<file path="config.mk">
export PLATFORM = sky130hd
export DESIGN_NAME = host_bridge
export DESIGN_NICKNAME = d
export VERILOG_FILES = /design/src/rtl/host_bridge_pkg.sv /design/src/rtl/host_bridge_fifo.sv /design/src/rtl/host_bridge.sv
export SDC_FILE = /design/constraint.sdc
export NUM_CORES = 1
export LEC_CHECK = 0
export BUFFER_PORTS_ARGS = -buffer_cell sky130_fd_sc_hd__buf_2
export CAP_MARGIN = 20
export CELL_PAD_IN_SITES_DETAIL_PLACEMENT = 0
export CELL_PAD_IN_SITES_GLOBAL_PLACEMENT = 1
export CORE_AREA = 2 2 289 291
export DETAILED_ROUTE_END_ITERATION = 8
export DIE_AREA = 0 0 291 293
export HOLD_SLACK_MARGIN = 0.05
export PLACE_DENSITY_LB_ADDON = 0.1
export SYNTH_ARGS = -nofsm -noshare
export SYNTH_HDL_FRONTEND = slang
export SYNTH_SLANG_ARGS = --single-unit
</file>
<file path="constraint.sdc">
create_clock -name clk_i -period 2.5 [get_ports clk_i]
set_clock_uncertainty 0.1 [all_clocks]
set_input_delay 0.5 -clock clk_i [delete_from_list [all_inputs] [get_ports clk_i]]
set_output_delay 0.5 -clock clk_i [all_outputs]
set_load 0.01 [all_outputs]
</file>
<file path="src/rtl/host_bridge_pkg.sv">
// Shared constants and helpers for the host bridge.
// The address window check is only used when HOST_BRIDGE_ADDR_CHECK_EN is defined.
package host_bridge_pkg;

  localparam logic [15:0] PUTCHAR_OFFSET = 16'h1000;
  localparam logic [15:0] FINISH_OFFSET  = 16'h2000;
  localparam logic [15:0] WINDOW_MASK    = 16'hFFFF;

  function automatic logic addr_in_window(input logic [15:0] offset);
    return ((offset & WINDOW_MASK) == PUTCHAR_OFFSET) ||
           ((offset & WINDOW_MASK) == FINISH_OFFSET);
  endfunction

endpackage

</file>
<file path="src/rtl/host_bridge_fifo.sv">
// Synchronous FIFO with asynchronous active-low reset.
// Pointers carry one extra wrap bit so full and empty are told apart by the MSB.
module host_bridge_fifo #(
  parameter int unsigned Width = 8,
  parameter int unsigned Depth = 4
) (
  input  logic             i_clk,
  input  logic             i_rst_n,
  input  logic             i_push,
  input  logic [Width-1:0] i_data,
  input  logic             i_pop,
  output logic [Width-1:0] o_data,
  output logic             o_empty
);

  localparam int unsigned PtrW = $clog2(Depth);

  logic [PtrW:0]      r_wptr;
  logic [PtrW:0]      r_rptr;
  logic [Width-1:0]   r_mem [Depth];
  logic               w_full;
  logic               w_push;
  logic               w_pop;

  assign o_empty = (r_wptr == r_rptr);
  assign w_full  = (r_wptr[PtrW] != r_rptr[PtrW]) &&
                   (r_wptr[PtrW-1:0] == r_rptr[PtrW-1:0]);
  assign w_push  = i_push & ~w_full;
  assign w_pop   = i_pop & ~o_empty;
  assign o_data  = r_mem[r_rptr[PtrW-1:0]];

  // Storage is cleared too, so the head reads as zero while in reset.
  always_ff @(posedge i_clk or negedge i_rst_n) begin
    if (!i_rst_n) begin
      r_wptr <= '0;
      r_rptr <= '0;
      for (int unsigned i = 0; i < Depth; i++) r_mem[i] <= '0;
    end else begin
      if (w_push) begin
        r_mem[r_wptr[PtrW-1:0]] <= i_data;
        r_wptr                  <= r_wptr + 1'b1;
      end
      if (w_pop) r_rptr <= r_rptr + 1'b1;
    end
  end

endmodule

</file>
<file path="src/rtl/host_bridge.sv">
// Bridges valid/ready memory requests onto a single-cycle host strobe with in-order responses.
// Define HOST_BRIDGE_ADDR_CHECK_EN to reject requests outside the putchar/finish window.
module host_bridge
  import host_bridge_pkg::*;
#(
  parameter int unsigned addr_width_p   = 32,
  parameter int unsigned data_width_p   = 64,
  parameter int unsigned id_width_p     = 4,
  parameter int unsigned depth_p        = 4,
  localparam int unsigned mask_width_lp = data_width_p / 8
) (
  input  logic                     clk_i,
  input  logic                     rst_ni,
  input  logic                     req_v_i,
  output logic                     req_ready_o,
  input  logic                     req_we_i,
  input  logic [addr_width_p-1:0]  req_addr_i,
  input  logic [data_width_p-1:0]  req_data_i,
  input  logic [mask_width_lp-1:0] req_be_i,
  input  logic [id_width_p-1:0]    req_id_i,
  output logic                     rsp_v_o,
  input  logic                     rsp_ready_i,
  output logic [data_width_p-1:0]  rsp_data_o,
  output logic [id_width_p-1:0]    rsp_id_o,
  output logic                     rsp_err_o,
  output logic                     host_req_o,
  output logic                     host_we_o,
  output logic [addr_width_p-1:0]  host_addr_o,
  output logic [data_width_p-1:0]  host_data_o,
  output logic [mask_width_lp-1:0] host_be_o,
  input  logic [data_width_p-1:0]  host_data_i
);

  typedef struct packed {
    logic                     we;
    logic [addr_width_p-1:0]  addr;
    logic [data_width_p-1:0]  data;
    logic [mask_width_lp-1:0] be;
    logic [id_width_p-1:0]    id;
  } req_t;

`ifdef HOST_BRIDGE_ADDR_CHECK_EN
  typedef struct packed {
    logic                    err;
    logic [id_width_p-1:0]   id;
    logic [data_width_p-1:0] data;
  } rsp_t;
`else
  typedef struct packed {
    logic [id_width_p-1:0]   id;
    logic [data_width_p-1:0] data;
  } rsp_t;
`endif

  localparam int unsigned CntW = $clog2(depth_p + 1);

  logic [CntW-1:0]          r_cnt;
  logic                     r_live;
  logic                     r_issue_v;
  logic                     r_issue_err;
  logic [id_width_p-1:0]    r_issue_id;
  logic                     r_host_req;
  logic                     r_host_we;
  logic [addr_width_p-1:0]  r_host_addr;
  logic [data_width_p-1:0]  r_host_data;
  logic [mask_width_lp-1:0] r_host_be;

  logic w_req_hs;
  logic w_rsp_hs;
  logic w_reqf_empty;
  logic w_rspf_empty;
  logic w_issue_v;
  logic w_issue_err;
  req_t w_req_in;
  req_t w_reqf_head;
  req_t w_issue;
  rsp_t w_rsp_in;
  rsp_t w_rsp_head;

  // r_live keeps ready low while reset is asserted even though r_cnt reads zero.
  assign req_ready_o = r_live && (r_cnt < CntW'(depth_p));
  assign w_req_hs    = req_v_i & req_ready_o;
  assign w_rsp_hs    = rsp_v_o & rsp_ready_i;

  always_ff @(posedge clk_i or negedge rst_ni) begin
    if (!rst_ni) begin
      r_cnt  <= '0;
      r_live <= 1'b0;
    end else begin
      r_live <= 1'b1;
      case ({w_req_hs, w_rsp_hs})
        2'b10:   r_cnt <= r_cnt + CntW'(1);
        2'b01:   r_cnt <= r_cnt - CntW'(1);
        default: r_cnt <= r_cnt;
      endcase
    end
  end

  assign w_req_in = '{we: req_we_i, addr: req_addr_i, data: req_data_i,
                      be: req_be_i, id: req_id_i};

  // An empty FIFO is bypassed so a fresh request reaches the host on the next cycle.
  assign w_issue_v = w_req_hs | ~w_reqf_empty;
  assign w_issue   = w_reqf_empty ? w_req_in : w_reqf_head;

`ifdef HOST_BRIDGE_ADDR_CHECK_EN
  assign w_issue_err = ~addr_in_window(w_issue.addr[15:0]);
`else
  assign w_issue_err = 1'b0;
`endif

  host_bridge_fifo #(
    .Width ($bits(req_t)),
    .Depth (depth_p)
  ) u_req_fifo (
    .i_clk   (clk_i),
    .i_rst_n (rst_ni),
    .i_push  (w_req_hs & ~w_reqf_empty),
    .i_data  (w_req_in),
    .i_pop   (~w_reqf_empty),
    .o_data  (w_reqf_head),
    .o_empty (w_reqf_empty)
  );

  always_ff @(posedge clk_i or negedge rst_ni) begin
    if (!rst_ni) begin
      r_issue_v   <= 1'b0;
      r_issue_err <= 1'b0;
      r_issue_id  <= '0;
      r_host_req  <= 1'b0;
      r_host_we   <= 1'b0;
      r_host_addr <= '0;
      r_host_data <= '0;
      r_host_be   <= '0;
    end else begin
      r_issue_v   <= w_issue_v;
      r_issue_err <= w_issue_v & w_issue_err;
      r_host_req  <= w_issue_v & ~w_issue_err;
      if (w_issue_v) begin
        r_issue_id  <= w_issue.id;
        r_host_we   <= w_issue.we;
        r_host_addr <= w_issue.addr;
        r_host_data <= w_issue.data;
        r_host_be   <= w_issue.be;
      end
    end
  end

  assign host_req_o  = r_host_req;
  assign host_we_o   = r_host_we;
  assign host_addr_o = r_host_addr;
  assign host_data_o = r_host_data;
  assign host_be_o   = r_host_be;

  // Error slots take the same path as real issues so ordering and latency match.
`ifdef HOST_BRIDGE_ADDR_CHECK_EN
  assign w_rsp_in = '{err: r_issue_err, id: r_issue_id,
                      data: (r_host_we | r_issue_err) ? '0 : host_data_i};
`else
  assign w_rsp_in = '{id: r_issue_id,
                      data: (r_host_we | r_issue_err) ? '0 : host_data_i};
`endif

  host_bridge_fifo #(
    .Width ($bits(rsp_t)),
    .Depth (depth_p)
  ) u_rsp_fifo (
    .i_clk   (clk_i),
    .i_rst_n (rst_ni),
    .i_push  (r_issue_v),
    .i_data  (w_rsp_in),
    .i_pop   (w_rsp_hs),
    .o_data  (w_rsp_head),
    .o_empty (w_rspf_empty)
  );

  assign rsp_v_o    = ~w_rspf_empty;
  assign rsp_data_o = w_rsp_head.data;
  assign rsp_id_o   = w_rsp_head.id;
`ifdef HOST_BRIDGE_ADDR_CHECK_EN
  assign rsp_err_o  = w_rsp_head.err;
`else
  assign rsp_err_o  = 1'b0;
`endif

endmodule

</file>
After elaboration in Yosys (flattened, before gate mapping)
Cells that the tools add are included.
{"block": "totals", "inputBits": 177, "ram_bits": 0, "regBits": 834, "latch_bits": 0, "elab_cells": 77, "memories": 0, "output_inout_bits": 177, "mem_bits_ro": 0}
{"block": "classes", "mul": 0, "n_addsub": 6, "reduce_logical": 6, "n_div": 0, "order_cmp": 7, "n_shift": 0, "n_eq_ne": 8, "muxes": 15, "bitwise_logic": 15}
{"operator": "bitwise mux 436 bit", "count": 1}
{"operator": "2-to-1 mux 109 bit", "count": 4}
{"operator": "bitwise mux 272 bit", "count": 1}
{"operator": "binary-select mux 109 bit (select 2 bit)", "count": 1}
{"operator": "demux 109 bit (select 2 bit)", "count": 1}
{"operator": "2-to-1 mux 68 bit", "count": 3}
{"operator": "binary-select mux 68 bit (select 2 bit)", "count": 1}
{"operator": "demux 68 bit (select 2 bit)", "count": 1}
{"operator": "2-to-1 mux 64 bit", "count": 1}
{"operator": "adder 3 x 1 -> 3 bit (second input constant)", "count": 5}
{"operator": "greater-or-equal comparator 3 bit (second input constant)", "count": 4}
{"operator": "inverter 2 -> 3 bit", "count": 4}
{"operator": "bitwise AND 1 bit", "count": 6}
{"operator": "== test 3 bit", "count": 2}
{"operator": "less-than comparator 3 x 1 -> 1 bit (second input constant)", "count": 2}
{"operator": "case mux 3 bit (2 select lines)", "count": 1}
{"operator": "logical AND 1 bit", "count": 5}
{"operator": "== test 2 bit", "count": 2}
{"operator": "inverter 1 bit", "count": 4}
{"operator": "less-than comparator 3 bit (second input constant)", "count": 1}
{"operator": "subtractor 3 x 1 -> 3 bit (second input constant)", "count": 1}
{"operator": "== test 2 x 1 -> 1 bit (second input constant)", "count": 1}
{"operator": "== test 2 bit (second input constant)", "count": 1}
{"operator": "!= test 1 bit", "count": 2}
{"operator": "2 further kinds", "count": 2}

Depth between registers and ports, before layout
Gate-level depths: netlist of run 1.
{"block": "depth", "word_depth": 6, "depth_mapped": 9, "mapped_depth_nobuf": 8}

Modules after synthesis
A second synthesis of run 1 with hierarchy kept.
{"block": "unflattened", "hier_cells": 2482, "hier_area_um2": 37444.7}
{"module": "host_bridge_fifo at u_req_fifo", "cells_each": 1096, "instances": 1, "area_each_um2": 19258.5, "seq_area_each_um2": 11060.6}
{"module": "host_bridge_fifo at u_rsp_fifo", "cells_each": 699, "instances": 1, "area_each_um2": 12520.8, "seq_area_each_um2": 6956.7}
{"module": "host_bridge", "cells_each": 687, "instances": 1, "area_each_um2": 5665.4, "seq_area_each_um2": 2852.7}

Worst setup path after synthesis of run 1
Ideal clock, no wire load.
{"block": "synth_timing", "path_kind": "register -> register", "from": "reg u_rsp_fifo.r_rptr[1]", "to": "reg r_cnt[2]", "required_time_ps": 2275, "setup_ps": 125, "synth_period_minus_slack_ps": 2348, "path_stages_with_launch": 10, "arrival_ps": 2123, "path_buffers": 1, "path_slack_ps": 152, "path_cell_list": "dfrtp_1 buf_2 xor2_1 o31ai_1 inv_1 ha_1 fa_1 xnor2_1 nor2_1 xor2_1"}
{"block": "synth_between", "elab_chain_len": 5, "word_cells_on_any_way": 7, "classes_between": "3 x eq/ne; 1 x mux; 2 x bitwise; 1 x reduce/logical"}
{"item": "start: declaration", "line": "host_bridge_fifo.sv:19", "source": "logic [PtrW:0] r_rptr;"}
{"item": "start signal: assignment", "line": "host_bridge_fifo.sv:43", "source": "if (w_pop) r_rptr <= r_rptr + 1'b1;"}
{"item": "== test 3 bit *", "line": "host_bridge_fifo.sv:25", "source": "assign o_empty = (r_wptr == r_rptr);"}
{"item": "inverter 1 bit *", "line": "host_bridge.sv:177", "source": "assign rsp_v_o = ~w_rspf_empty;"}
{"item": "bitwise AND 1 bit *", "line": "host_bridge.sv:83", "source": "assign w_rsp_hs = rsp_v_o & rsp_ready_i;"}
{"item": "== test 2 x 1 -> 1 bit or == test 2 bit (tied branches)", "line": "host_bridge.sv:91", "source": "case ({w_req_hs, w_rsp_hs})"}
{"item": "case mux 3 bit (2 select lines) or nonzero test 2 bit (tied branches)"}
{"item": "end signal: assignment", "line": "host_bridge.sv:92", "source": "2'b10: r_cnt <= r_cnt + CntW'(1);"}
{"item": "end signal: assignment", "line": "host_bridge.sv:93", "source": "2'b01: r_cnt <= r_cnt - CntW'(1);"}
{"item": "end signal: assignment", "line": "host_bridge.sv:94", "source": "default: r_cnt <= r_cnt;"}
{"item": "end: declaration", "line": "host_bridge.sv:57", "source": "logic [CntW-1:0] r_cnt;"}
Mark *: on every way between the ends. The rest lies on a longest branch, timed or not.
A chain may end at the register's enable or synchronous reset.

Worst setup path in the final report of run 1
{"block": "layout_timing", "from": "reg u_rsp_fifo.r_rptr[0]", "to": "out rsp_data_o[4]"}
{"block": "layout_between", "elab_chain_len": 4}
{"item": "inverter 2 -> 3 bit (implied by the code)", "line": "host_bridge_fifo.sv:30", "source": "assign o_data = r_mem[r_rptr[PtrW-1:0]];"}
{"item": "binary-select mux 68 bit (select 2 bit)", "line": "host_bridge_fifo.sv:30"}
{"item": "2-to-1 mux 68 bit (implied by the code) (2 in series)", "line": "host_bridge_fifo.sv:30"}
{"item": "end: declaration", "line": "host_bridge.sv:23", "source": "output logic [data_width_p-1:0] rsp_data_o,"}
Every way passes these cells. The select of a mux whose other input is x is not followed.

==> results of run 1 <==
## cell type report
type / count / area [µm²]
timing repair buffer: 565 / 4820
fill: 6578 / 35780
clock buffer: 134 / 2683
tap: 1070 / 1339
multi-input combinational: 1235 / 15790
antenna: 8 / 20.02
clock inverter: 36 / 513.0
inverter: 6 / 25.02
sequential: 834 / 20880
## worst paths after layout
check / start / to / slack, ns
worst min register to register: u_req_fifo.r_rptr[2] / u_req_fifo.r_rptr[2] / 0.40
worst max-delay path: u_rsp_fifo.r_rptr[0] / rsp_data_o[4] / -0.26
worst max register to register: u_rsp_fifo.r_rptr[0] / r_cnt[2] / 0.14
worst min-delay path: req_data_i[14] / u_req_fifo.r_mem[26] / 0.09
max in group asynchronous: rst_ni / u_req_fifo.r_mem[40] / 0.92
min in group asynchronous: rst_ni / u_rsp_fifo.r_mem[11] / 0.31
## metal layers
metal / GRT usage / vias to the layer above / part of all wire
met3: 0.03911 / 134 / 0.039
li1: - / 9294 / -
met4: 0.05965 / 4 / 0.025
met5: 0 / - / 0.00033
met2: 0.3703 / 382 / 0.51
met1: 0.2769 / 11407 / 0.43
## registers in the layout, indices dropped and copies added, names as in the netlist
register           count
host_addr_o           32
host_be_o              8
host_data_o           64
host_req_o             1
host_we_o              1
r_cnt                  3
r_issue_id             4
r_live                 1
u_req_fifo.r_mem     436
u_req_fifo.r_rptr      3
u_req_fifo.r_wptr      3
u_rsp_fifo.r_mem     272
u_rsp_fifo.r_rptr      3
u_rsp_fifo.r_wptr      3
## metrics by stage
step | cells | cell area (µm²) | util | worst slack (ns)
after floorplan | 2224 | 37460 | - | 0.1517
after global placement | 3600 | 41170 | 0.5030 | 0.1301
after detailed placement | 3600 | 41170 | 0.5030 | 0.1343
after CTS | 3873 | 45690 | 0.5582 | -0.3250
after global routing | 3888 | 46070 | 0.5629 | -0.3314
final | 3888 | 46070 | 0.5629 | -0.2624
## layout by cell type, fill, tap and decap left out, types with 2 or more instances in the layout
cell type                       instances
sky130_fd_sc_hd__mux2_2               851
sky130_fd_sc_hd__dfrtp_1              829
sky130_fd_sc_hd__buf_2                293
sky130_fd_sc_hd__mux4_2               177
sky130_fd_sc_hd__clkbuf_16            100
sky130_fd_sc_hd__dlygate4sd3_1         99
sky130_fd_sc_hd__mux2_4                80
sky130_fd_sc_hd__nor2b_1               65
sky130_fd_sc_hd__buf_6                 58
sky130_fd_sc_hd__buf_4                 54
sky130_fd_sc_hd__buf_12                47
sky130_fd_sc_hd__clkbuf_1              22
sky130_fd_sc_hd__clkbuf_8              18
sky130_fd_sc_hd__clkinv_2              13
sky130_fd_sc_hd__ha_1                  11
sky130_fd_sc_hd__bufinv_16             11
sky130_fd_sc_hd__nand2_1               10
sky130_fd_sc_hd__xnor2_1                9
sky130_fd_sc_hd__diode_2                8
sky130_fd_sc_hd__xor2_1                 6
sky130_fd_sc_hd__buf_16                 6
sky130_fd_sc_hd__inv_1                  5
sky130_fd_sc_hd__clkinvlp_4             5
sky130_fd_sc_hd__o211ai_1               4
sky130_fd_sc_hd__a31oi_4                4
sky130_fd_sc_hd__o31ai_1                3
sky130_fd_sc_hd__inv_6                  3
sky130_fd_sc_hd__dfrtp_4                3
sky130_fd_sc_hd__nor2_1                 2
sky130_fd_sc_hd__o311ai_0               2
sky130_fd_sc_hd__conb_1                 2
sky130_fd_sc_hd__clkinv_4               2
sky130_fd_sc_hd__dfrtp_2                2
## worst register-to-register path, cell delays in order (launching register included)
cell                      delay (ns)
sky130_fd_sc_hd__dfrtp_4        0.52
sky130_fd_sc_hd__xor2_1         0.19
sky130_fd_sc_hd__o31ai_1        0.33
sky130_fd_sc_hd__inv_1          0.09
sky130_fd_sc_hd__ha_1           0.24
sky130_fd_sc_hd__fa_1           0.39
sky130_fd_sc_hd__xnor2_1        0.18
sky130_fd_sc_hd__nor2_1         0.07
sky130_fd_sc_hd__xor2_1         0.14
## cell families after synthesis
| family | count (synthesis) | share of synthesized area |
|---|---|---|
| and+or+nand+nor | 80 | 0.01269 |
| buffers and inverters | 155 | 0.02188 |
| DFF | 834 | 0.5571 |
| AOI/OAI and AO/OA | 15 | 0.004509 |
| adders and majority gates | 12 | 0.004208 |
| xor gates and xnor gates | 18 | 0.005110 |
| other | 2 | 0.0002005 |
| muxes | 1108 | 0.3943 |
## power breakdown
group / total, mW / internal, mW / switching (mW)
sequential: 18.2 / 16.5 / 1.75
clock: 14.2 / 8.61 / 5.58
combinational: 14.7 / 8.52 / 6.22
## repair_timing
action                     CTS  global route
cloned                       3             6
hold endpoints to repair   378             0
setup endpoints to repair   68            68
hold buffers                99             0
gates resized for setup     45            42
setup buffers                1             1
pin swaps                    0             0
==> flow_summary.yaml, run 1 <==
clock_network:
  worst_setup_hold_path_clk_slew_ns: 0.06
  clock_tree.buffer_depth: 3
  cts_inserted_buffers: 92
  cts_tree: "built"
  clock_sinks: 834
  h_tree_level_count: 3
  clock-root-buffer: "sky130_fd_sc_hd__clkbuf_16"
  clock_latency_ns: 0.63
yosys:
  synthesis.nets: 2413
  syn_area_mm2: 0.03746
  syn-mean-instance-area_um2: 16.84
  register_area_share_after_synthesis: 0.5571
  synthTopCellsByArea: "sky130_fd_sc_hd__dfrtp_1 56%, sky130_fd_sc_hd__mux2_2 26%, sky130_fd_sc_hd__mux4_2 11%"
  post_synth_inst_count: 2224
  synth-seq-cells: 834
  ys_async_sr_fraction: 1.000
  yosys_warnings: 0
  yosys.area.top_type: "sky130_fd_sc_hd__dfrtp_1"
  number_of_flops_mapped_to_enable_cells_by_yosys: 0
  synth_flop_cell: "sky130_fd_sc_hd__dfrtp_1"
  synth.top_cells.by_count: "851 x sky130_fd_sc_hd__mux2_2, 834 x sky130_fd_sc_hd__dfrtp_1, 177 x sky130_fd_sc_hd__mux4_2, 97 x sky130_fd_sc_hd__buf_2, 80 x sky130_fd_sc_hd__mux2_4"
  synth_top_area_share: 0.5571
  count_of_different_cell_masters_after_synthesis: 29
  synthMostInstantiatedCell: "sky130_fd_sc_hd__mux2_2"
sta:
  achievable-frequency_mhz: 362.0
  setup_repair_after_global_routing_missed_its_margin: "true"
  fin_setup_tns_ns: -15.06
  tightest_slew_margin_relative_to_the_limit: 0.4524
  setup-violations-final: 68
  hold_viol_final: 0
  layout_setup_ws_ns: -0.2624
  final.hold.worst_slack_ns: 0.08759
  worst_pin_slew_ns: 0.8214
  finalCritPeriodShare: 1.105
  min_period_ns: 2.762
  drv_slew: 0
floorplanning:
  chipHeight_um: 293
  design.core.area_mm2: 0.08185
  fp.dieW_um: 291
  total_number_of_placement_rows: 105
  starting_density_of_the_core: 0.4577
  die_area_mm2: 0.08526
  boundaryPins: 354
hold_path:
  worst_hold_check_path_type: "in -> reg"
  holdPathStages: 2
final_layout:
  proportion_of_layout_cells_with_a_drive_suffix_above_1: 0.6181
  area_growth_pct: 22.98
  nNetsFinal: 2923
critical_path:
  depth_of_the_worst_register_to_register_path: 8
  worst_path_slowest_cell: "sky130_fd_sc_hd__mux4_2"
  critical_path.startpoint_type: "register"
  cp.arrival_ns: 2.16
  cp_max_fo: 6
  critical_path_required_ns: 1.90
  path_depth: 4
  crit_buf_inv: 3
  critPathTopFamily: "multiplexers"
  max_stage_delay_ns: 0.57
  path_class: "reg -> out"
  crit_path_end_kind: "output port"
  cp_cell_sequence: "buf_12 -> buf_16 -> mux4_2 -> buf_6"
power:
  power.leakage_nw: 21.93
  power_density_mw_per_mm2: 1024
  design_power_total_mw: 47.17
  vdd_drop_max_uv: 782.6
global_route:
  grt_overflow_total: 0
  pin_count_of_the_biggest_net_entering_global_routing: 112
  first_global_vias: 23912
  antenna_violations_before_repair: 10
  grt_first_pass_wirelength_mm: 142.4
  groute.usage.overall: 0.2140
routing:
  route.detailed.vias_per_inst: 5.458
  firstDrtPassIters: 4
  dr.first_iter.drc_count: 944
  drc: 0
  finalWirelength_mm: 90.20
  postRouteAntennaNets: 0
  routed_wire_length_per_instance_um: 23.20
  route.vias.total: 21221
placed_design:
  gp_routability_congestion: 0.7675
  place.port_buffers: 352
  place_hpwl_mm: 55.92
status:
  run_status: "complete, but fails checks"
  violations: "negative setup slack"
run:
  cap_violations: 0
Power figures use the tool's default switching activity.
==> inputs of run 2 (changes only) <==
BUFFER_PORTS_ARGS = -buffer_cell sky130_fd_sc_hd__clkbuf_2   (was -buffer_cell sky130_fd_sc_hd__buf_2)
SKIP_LAST_GASP = 1   (was default)
==> run 2 against run 1 <==
The flow still finishes with violations (negative setup slack). Worst hold slack improved by 0.0026 ns. Non-clock buffer count grew 8. Global-route usage about the same. First-iteration DRC count down 17%. Critical path depth increased by 1. Design area shrank 0.30%. Cell count increased by 0.15%. Critical endpoint is now rsp_data_o[38].
==> flow_summary.yaml, run 2 (synthesis results as in run 1) <==
status:
  run_status: "complete, but fails checks"
  violations: "negative setup slack"
final_layout:
  commonest_non_fill_non_tap_cell_in_the_layout: "sky130_fd_sc_hd__mux2_2"
  proportion_of_layout_cells_with_a_drive_suffix_above_1: 0.6216
  max_flop_register: "u_req_fifo.r_mem"
  largest_register_ff_count: 436
  area_growth_pct: 22.61
  post_layout_nonfiller_instances: 3894
  nNetsFinal: 2932
  num-fill-cells: 6575
  final_design_area_no_fill_mm2: 0.04593
  final_cell_mix: "851 x sky130_fd_sc_hd__mux2_2, 829 x sky130_fd_sc_hd__dfrtp_1, 341 x sky130_fd_sc_hd__clkbuf_2, 177 x sky130_fd_sc_hd__mux4_2, 97 x sky130_fd_sc_hd__clkbuf_16"
routing:
  firstDrtPassIters: 4
  dr_wl_met3_mm: 3.754
  met2_wirelength_mm: 45.45
  route.vias.total: 21274
  routed_wire_length_per_instance_um: 23.12
  dr.first_iter.drc_count: 779
  postRouteAntennaNets: 0
  route.top_layer_used: "met5"
  drc: 0
  route.detailed.vias_per_inst: 5.463
  finalWirelength_mm: 90.05
  wire_length_the_detailed_router_placed_on_met1_mm: 38.37
critical_path:
  depth_of_the_worst_register_to_register_path: 6
  crit_path_end_kind: "output port"
  cp.arrival_ns: 2.19
  crit_top_cell: "sky130_fd_sc_hd__buf_12"
  max_stage_delay_ns: 0.52
  cp_cell_sequence: "buf_12 -> buf_12 -> buf_16 -> mux4_2 -> buf_6"
  worst_path_slowest_cell: "sky130_fd_sc_hd__dfrtp_4"
  regToRegEndpoint: "u_rsp_fifo.r_mem[92]"
  path_class: "reg -> out"
  worst_r2r_startpoint: "u_rsp_fifo.r_rptr[0]"
  crit_buf_inv: 4
  critical_path_required_ns: 1.90
  critPathTopFamily: "buffers and inverters"
  cp_max_fo: 6
  critical_path.startpoint_type: "register"
  ff2ff_setup_slack_ns: 0.09
run:
  cap_violations: 0
global_route:
  pin_count_of_the_biggest_net_entering_global_routing: 112
  first_global_vias: 23882
  grt_overflow_total: 0
  antenna_violations_before_repair: 10
  groute.usage.overall: 0.2143
  grt_first_pass_wirelength_mm: 142.1
hold_path:
  holdCritStartpoint: "req_data_i[38]"
  timing.hold.worst_endpoint: "u_req_fifo.r_mem[377]"
  worst_hold_check_path_type: "in -> reg"
  holdPathStages: 2
placed_design:
  placed_cells_incl_taps: 3614
  place_hpwl_mm: 56.35
  place.port_buffers: 352
  placed_area_mm2: 0.04151
  gp_routability_congestion: 0.7552
clock_network:
  worst_setup_hold_path_clk_slew_ns: 0.06
  clock_latency_ns: 0.63
  cts_tree: "built"
  h_tree_level_count: 3
  cts_inserted_buffers: 93
  clock_tree.buffer_depth: 3
  clock-root-buffer: "sky130_fd_sc_hd__clkbuf_16"
  clock_sinks: 834
sta:
  final.hold.worst_slack_ns: 0.09019
  drv_slew: 0
  achievable-frequency_mhz: 358.3
  min_period_ns: 2.791
  finalCritPeriodShare: 1.116
  layout_setup_ws_ns: -0.2909
  tightest_slew_margin_relative_to_the_limit: 0.4486
  hold_viol_final: 0
  worst_pin_slew_ns: 0.8272
  setup-violations-final: 67
  setup_repair_after_global_routing_missed_its_margin: "true"
  fin_setup_tns_ns: -12.68
power:
  power_density_mw_per_mm2: 999.0
  power.leakage_nw: 22.00
  vdd_drop_max_uv: 690.4
floorplanning:
  starting_density_of_the_core: 0.4577
  chipHeight_um: 293
  die_area_mm2: 0.08526
  boundaryPins: 354
  total_number_of_placement_rows: 105
  design.core.area_mm2: 0.08185
  fp.dieW_um: 291
-- run 2: changes by cell type in the layout (fill, tap and decap cells not counted), moves of 2 or more --
cell,delta
sky130_fd_sc_hd__buf_16,+2
sky130_fd_sc_hd__clkbuf_2,+341
sky130_fd_sc_hd__buf_12,+21
sky130_fd_sc_hd__buf_2,-293
sky130_fd_sc_hd__dlygate4sd3_1,-7
sky130_fd_sc_hd__clkbuf_8,+9
sky130_fd_sc_hd__clkinvlp_4,-3
sky130_fd_sc_hd__inv_6,-2
sky130_fd_sc_hd__buf_6,-49
sky130_fd_sc_hd__clkbuf_16,-3
sky130_fd_sc_hd__bufinv_16,-7
sky130_fd_sc_hd__buf_4,-3
-- run 2: worst max path at each step --
| stage | startpoint | end | slack (ns) | depth (start not counted) |
|---|---|---|---|---|
| 2_1_floorplan | u_rsp_fifo.r_rptr[1] | r_cnt[2] | 0.15 | 9 |
| 6_report | u_rsp_fifo.r_rptr[0] | rsp_data_o[38] | -0.29 | 5 |
| 3_3_place_gp | u_rsp_fifo.r_rptr[0] | r_cnt[2] | 0.08 | 8 |
| 4_1_cts | u_rsp_fifo.r_rptr[0] | rsp_data_o[32] | -0.34 | 5 |
| 5_1_grt | u_rsp_fifo.r_rptr[0] | rsp_data_o[38] | -0.35 | 5 |
| 3_5_place_dp | u_req_fifo.r_rptr[0] | u_req_fifo.r_mem[367] | 0.11 | 5 |
-- run 2: stage by stage --
step / util / power, mW / worst slack, ns
floorplan: - / 26.32 / 0.1517
global placement: 0.5072 / 31.05 / 0.08395
detailed placement: 0.5072 / 31.52 / 0.1088
CTS: 0.5604 / 46.36 / -0.3408
global route: 0.5611 / 48.25 / -0.3464
finish: 0.5612 / 45.89 / -0.2909
-- run 2: cell type report --
| cell class | instances | area, µm² | area share |
|---|---|---|---|
| sequential | 834 | 20880 | 0.4547 |
| multi-input combinational | 1235 | 15780 | 0.3436 |
| timing repair buffer | 573 | 4780 | 0.1041 |
| clock buffer | 145 | 2846 | 0.06197 |
| tap | 1070 | 1339 | 0.02915 |
| clock inverter | 24 | 259.0 | 0.005639 |
| inverter | 6 | 25.02 | 0.0005448 |
| antenna | 7 | 17.52 | 0.0003814 |
-- run 2: report_power, final --
part	leakage [nW]	switching (mW)	internal [mW]
sequential	11.1	1.72	16.5
combinational	9.39	6.17	7.76
clock	1.53	5.52	8.22
-- run 2: routing by layer --
metal / vias up / global-route usage
met1: 11444 / 0.2741
met3: 147 / 0.04100
met2: 369 / 0.3713
met5: - / 0
met4: 8 / 0.06357
li1: 9306 / -
-- run 2: what timing repair did --
item,4_1_cts,5_1_grt
hold endpoints to repair,335,0
hold buffers,92,0
gates resized for setup,13,27
buffers inserted,4,1
gates cloned,8,1
endpoints found under the setup margin,68,69
==> inputs of run 3 (changes only) <==
CORE_AREA = 2 2 277 279   (was 2 2 289 291)
DIE_AREA = 0 0 279 281   (was 0 0 291 293)
clock period = 3.1 ns   (was 2.5 ns; I/O delays follow)
==> run 3 against run 2 <==
The run now ends clean. Via count down 3.2%. Worst hold slack better by 0.089 ns. Largest power group unchanged. Combinational power down 27%. Die area down 8.1%. Sequential power down 19%. First-iteration DRC count up 4.2%. Worst setup slack better by 0.45 ns.
==> flow_summary.yaml, run 3 (synthesis results as in run 1) <==
status:
  run_status: "completed"
sta:
  setup_repair_after_global_routing_missed_its_margin: "false"
  achievable-frequency_mhz: 340.3
  min_period_ns: 2.938
  final.hold.worst_slack_ns: 0.1796
  fin_setup_tns_ns: 0
  drv_slew: 0
  finalCritPeriodShare: 0.9479
  tightest_slew_margin_relative_to_the_limit: 0.3834
  layout_setup_ws_ns: 0.1616
  setup-violations-final: 0
  hold_viol_final: 0
  worst_pin_slew_ns: 0.9249
global_route:
  grt_overflow_total: 0
  grt_first_pass_wirelength_mm: 134.9
  groute.usage.overall: 0.2214
  first_global_vias: 23081
  pin_count_of_the_biggest_net_entering_global_routing: 112
  antenna_violations_before_repair: 10
critical_path:
  depth_of_the_worst_register_to_register_path: 9
  worst_r2r_startpoint: "u_rsp_fifo.r_rptr[0]"
  cp_max_fo: 14
  setup.worst_path.end: "rsp_id_o[3]"
  ff2ff_setup_slack_ns: 0.52
  regToRegEndpoint: "r_cnt[2]"
  critical_path.startpoint_type: "register"
  critical_path_launch_point: "u_rsp_fifo.r_rptr[0]"
  crit_path_end_kind: "output port"
  cp_cell_sequence: "buf_16 -> buf_12 -> mux4_2 -> clkbuf_2"
  cp.arrival_ns: 2.22
  max_stage_delay_ns: 0.56
  critical_path_required_ns: 2.38
  path_class: "reg -> out"
  worst_path_slowest_cell: "sky130_fd_sc_hd__mux4_2"
clock_network:
  clock-root-buffer: "sky130_fd_sc_hd__clkbuf_16"
  clock_tree.buffer_depth: 3
  cts_tree: "built"
  worst_setup_hold_path_clk_slew_ns: 0.06
  clock_latency_ns: 0.64
  cts_inserted_buffers: 91
  h_tree_level_count: 3
  clock_sinks: 834
final_layout:
  largest_register_ff_count: 436
  proportion_of_layout_cells_with_a_drive_suffix_above_1: 0.6351
  area_growth_pct: 16.82
  post_layout_nonfiller_instances: 3650
  fin_util: 0.5801
  final_design_area_no_fill_mm2: 0.04376
  max_flop_register: "u_req_fifo.r_mem"
  final_cell_mix: "851 x sky130_fd_sc_hd__mux2_2, 829 x sky130_fd_sc_hd__dfrtp_1, 351 x sky130_fd_sc_hd__clkbuf_2, 177 x sky130_fd_sc_hd__mux4_2, 93 x sky130_fd_sc_hd__clkbuf_16"
  nNetsFinal: 2785
  commonest_non_fill_non_tap_cell_in_the_layout: "sky130_fd_sc_hd__mux2_2"
floorplanning:
  starting_density_of_the_core: 0.4965
  chipHeight_um: 281
  die_area_mm2: 0.07840
  fp.dieW_um: 279
  total_number_of_placement_rows: 101
  design.core.area_mm2: 0.07544
  boundaryPins: 354
power:
  power.leakage_nw: 21.07
  design_power_total_mw: 35.91
  power_density_mw_per_mm2: 820.5
  vdd_drop_max_uv: 480.3
routing:
  drc: 0
  finalWirelength_mm: 85.39
  route.top_layer_used: "met5"
  dr.first_iter.drc_count: 812
  met2_wirelength_mm: 42.93
  firstDrtPassIters: 4
  route.detailed.vias_per_inst: 5.643
  postRouteAntennaNets: 0
  routed_wire_length_per_instance_um: 23.39
  dr_wl_met3_mm: 4.008
  wire_length_the_detailed_router_placed_on_met1_mm: 36.31
  route.vias.total: 20597
hold_path:
  worst_hold_check_path_type: "in -> reg"
placed_design:
  placed_area_mm2: 0.04063
  place.port_buffers: 352
  place_hpwl_mm: 52.67
  gp_routability_congestion: 0.7679
  placed_cells_incl_taps: 3477
  pre_cts_slack_ns: 0.4775
run:
  cap_violations: 0
[run 3: report_power, final]
group | internal (mW) | switching [mW]
clock | 6.58 | 4.37
sequential | 13.3 | 1.49
combinational | 5.60 | 4.56
total | 25.5 | 10.4
[run 3: worst min-delay path by stage]
| stage | to | from | depth (start not counted) |
|---|---|---|---|
| 2_1_floorplan | host_addr_o[0] | rst_ni | 0 |
| 3_3_place_gp | u_req_fifo.r_wptr[2] | u_req_fifo.r_wptr[2] | 1 |
| 3_5_place_dp | r_cnt[2] | r_cnt[2] | 1 |
| 4_1_cts | u_req_fifo.r_mem[28] | req_data_i[16] | 2 |
| 5_1_grt | u_req_fifo.r_mem[60] | req_data_i[48] | 2 |
| 6_report | u_req_fifo.r_mem[360] | req_data_i[21] | 2 |
[run 3: timing repair]
| item | in CTS | in global routing |
|---|---|---|
| buffers inserted | 2 | 0 |
| hold buffers | 1 | 0 |
| resized for setup | 1 | 0 |
| setup endpoints to repair | 31 | 0 |
| endpoints found under the hold margin | 45 | 0 |
[run 3: worst max-delay path, delay by kind of cell, from the launching register on]
kind                   cells  cell delay (ns)
multiplexers               1             0.56
flip-flops                 1             0.46
buffers and inverters      3             0.54
[run 3: layout make-up]
cell class / instances / area (µm²)
Antenna cell: 3 / 7.507
Clock buffer: 134 / 2681
Clock inverter: 32 / 374.1
Fill cell: 5941 / 31680
Inverter: 6 / 25.02
Multi-Input combinational cell: 1235 / 15780
Sequential cell: 834 / 20880
Tap cell: 978 / 1224
Timing Repair Buffer: 428 / 2790
[run 3: layer usage]
layer | track usage | vias to the layer above
met2 | 0.3749 | 341
met4 | 0.06907 | 14
met1 | 0.2861 | 11112
li1 | - | 8996
met5 | 0 | -
met3 | 0.04830 | 134
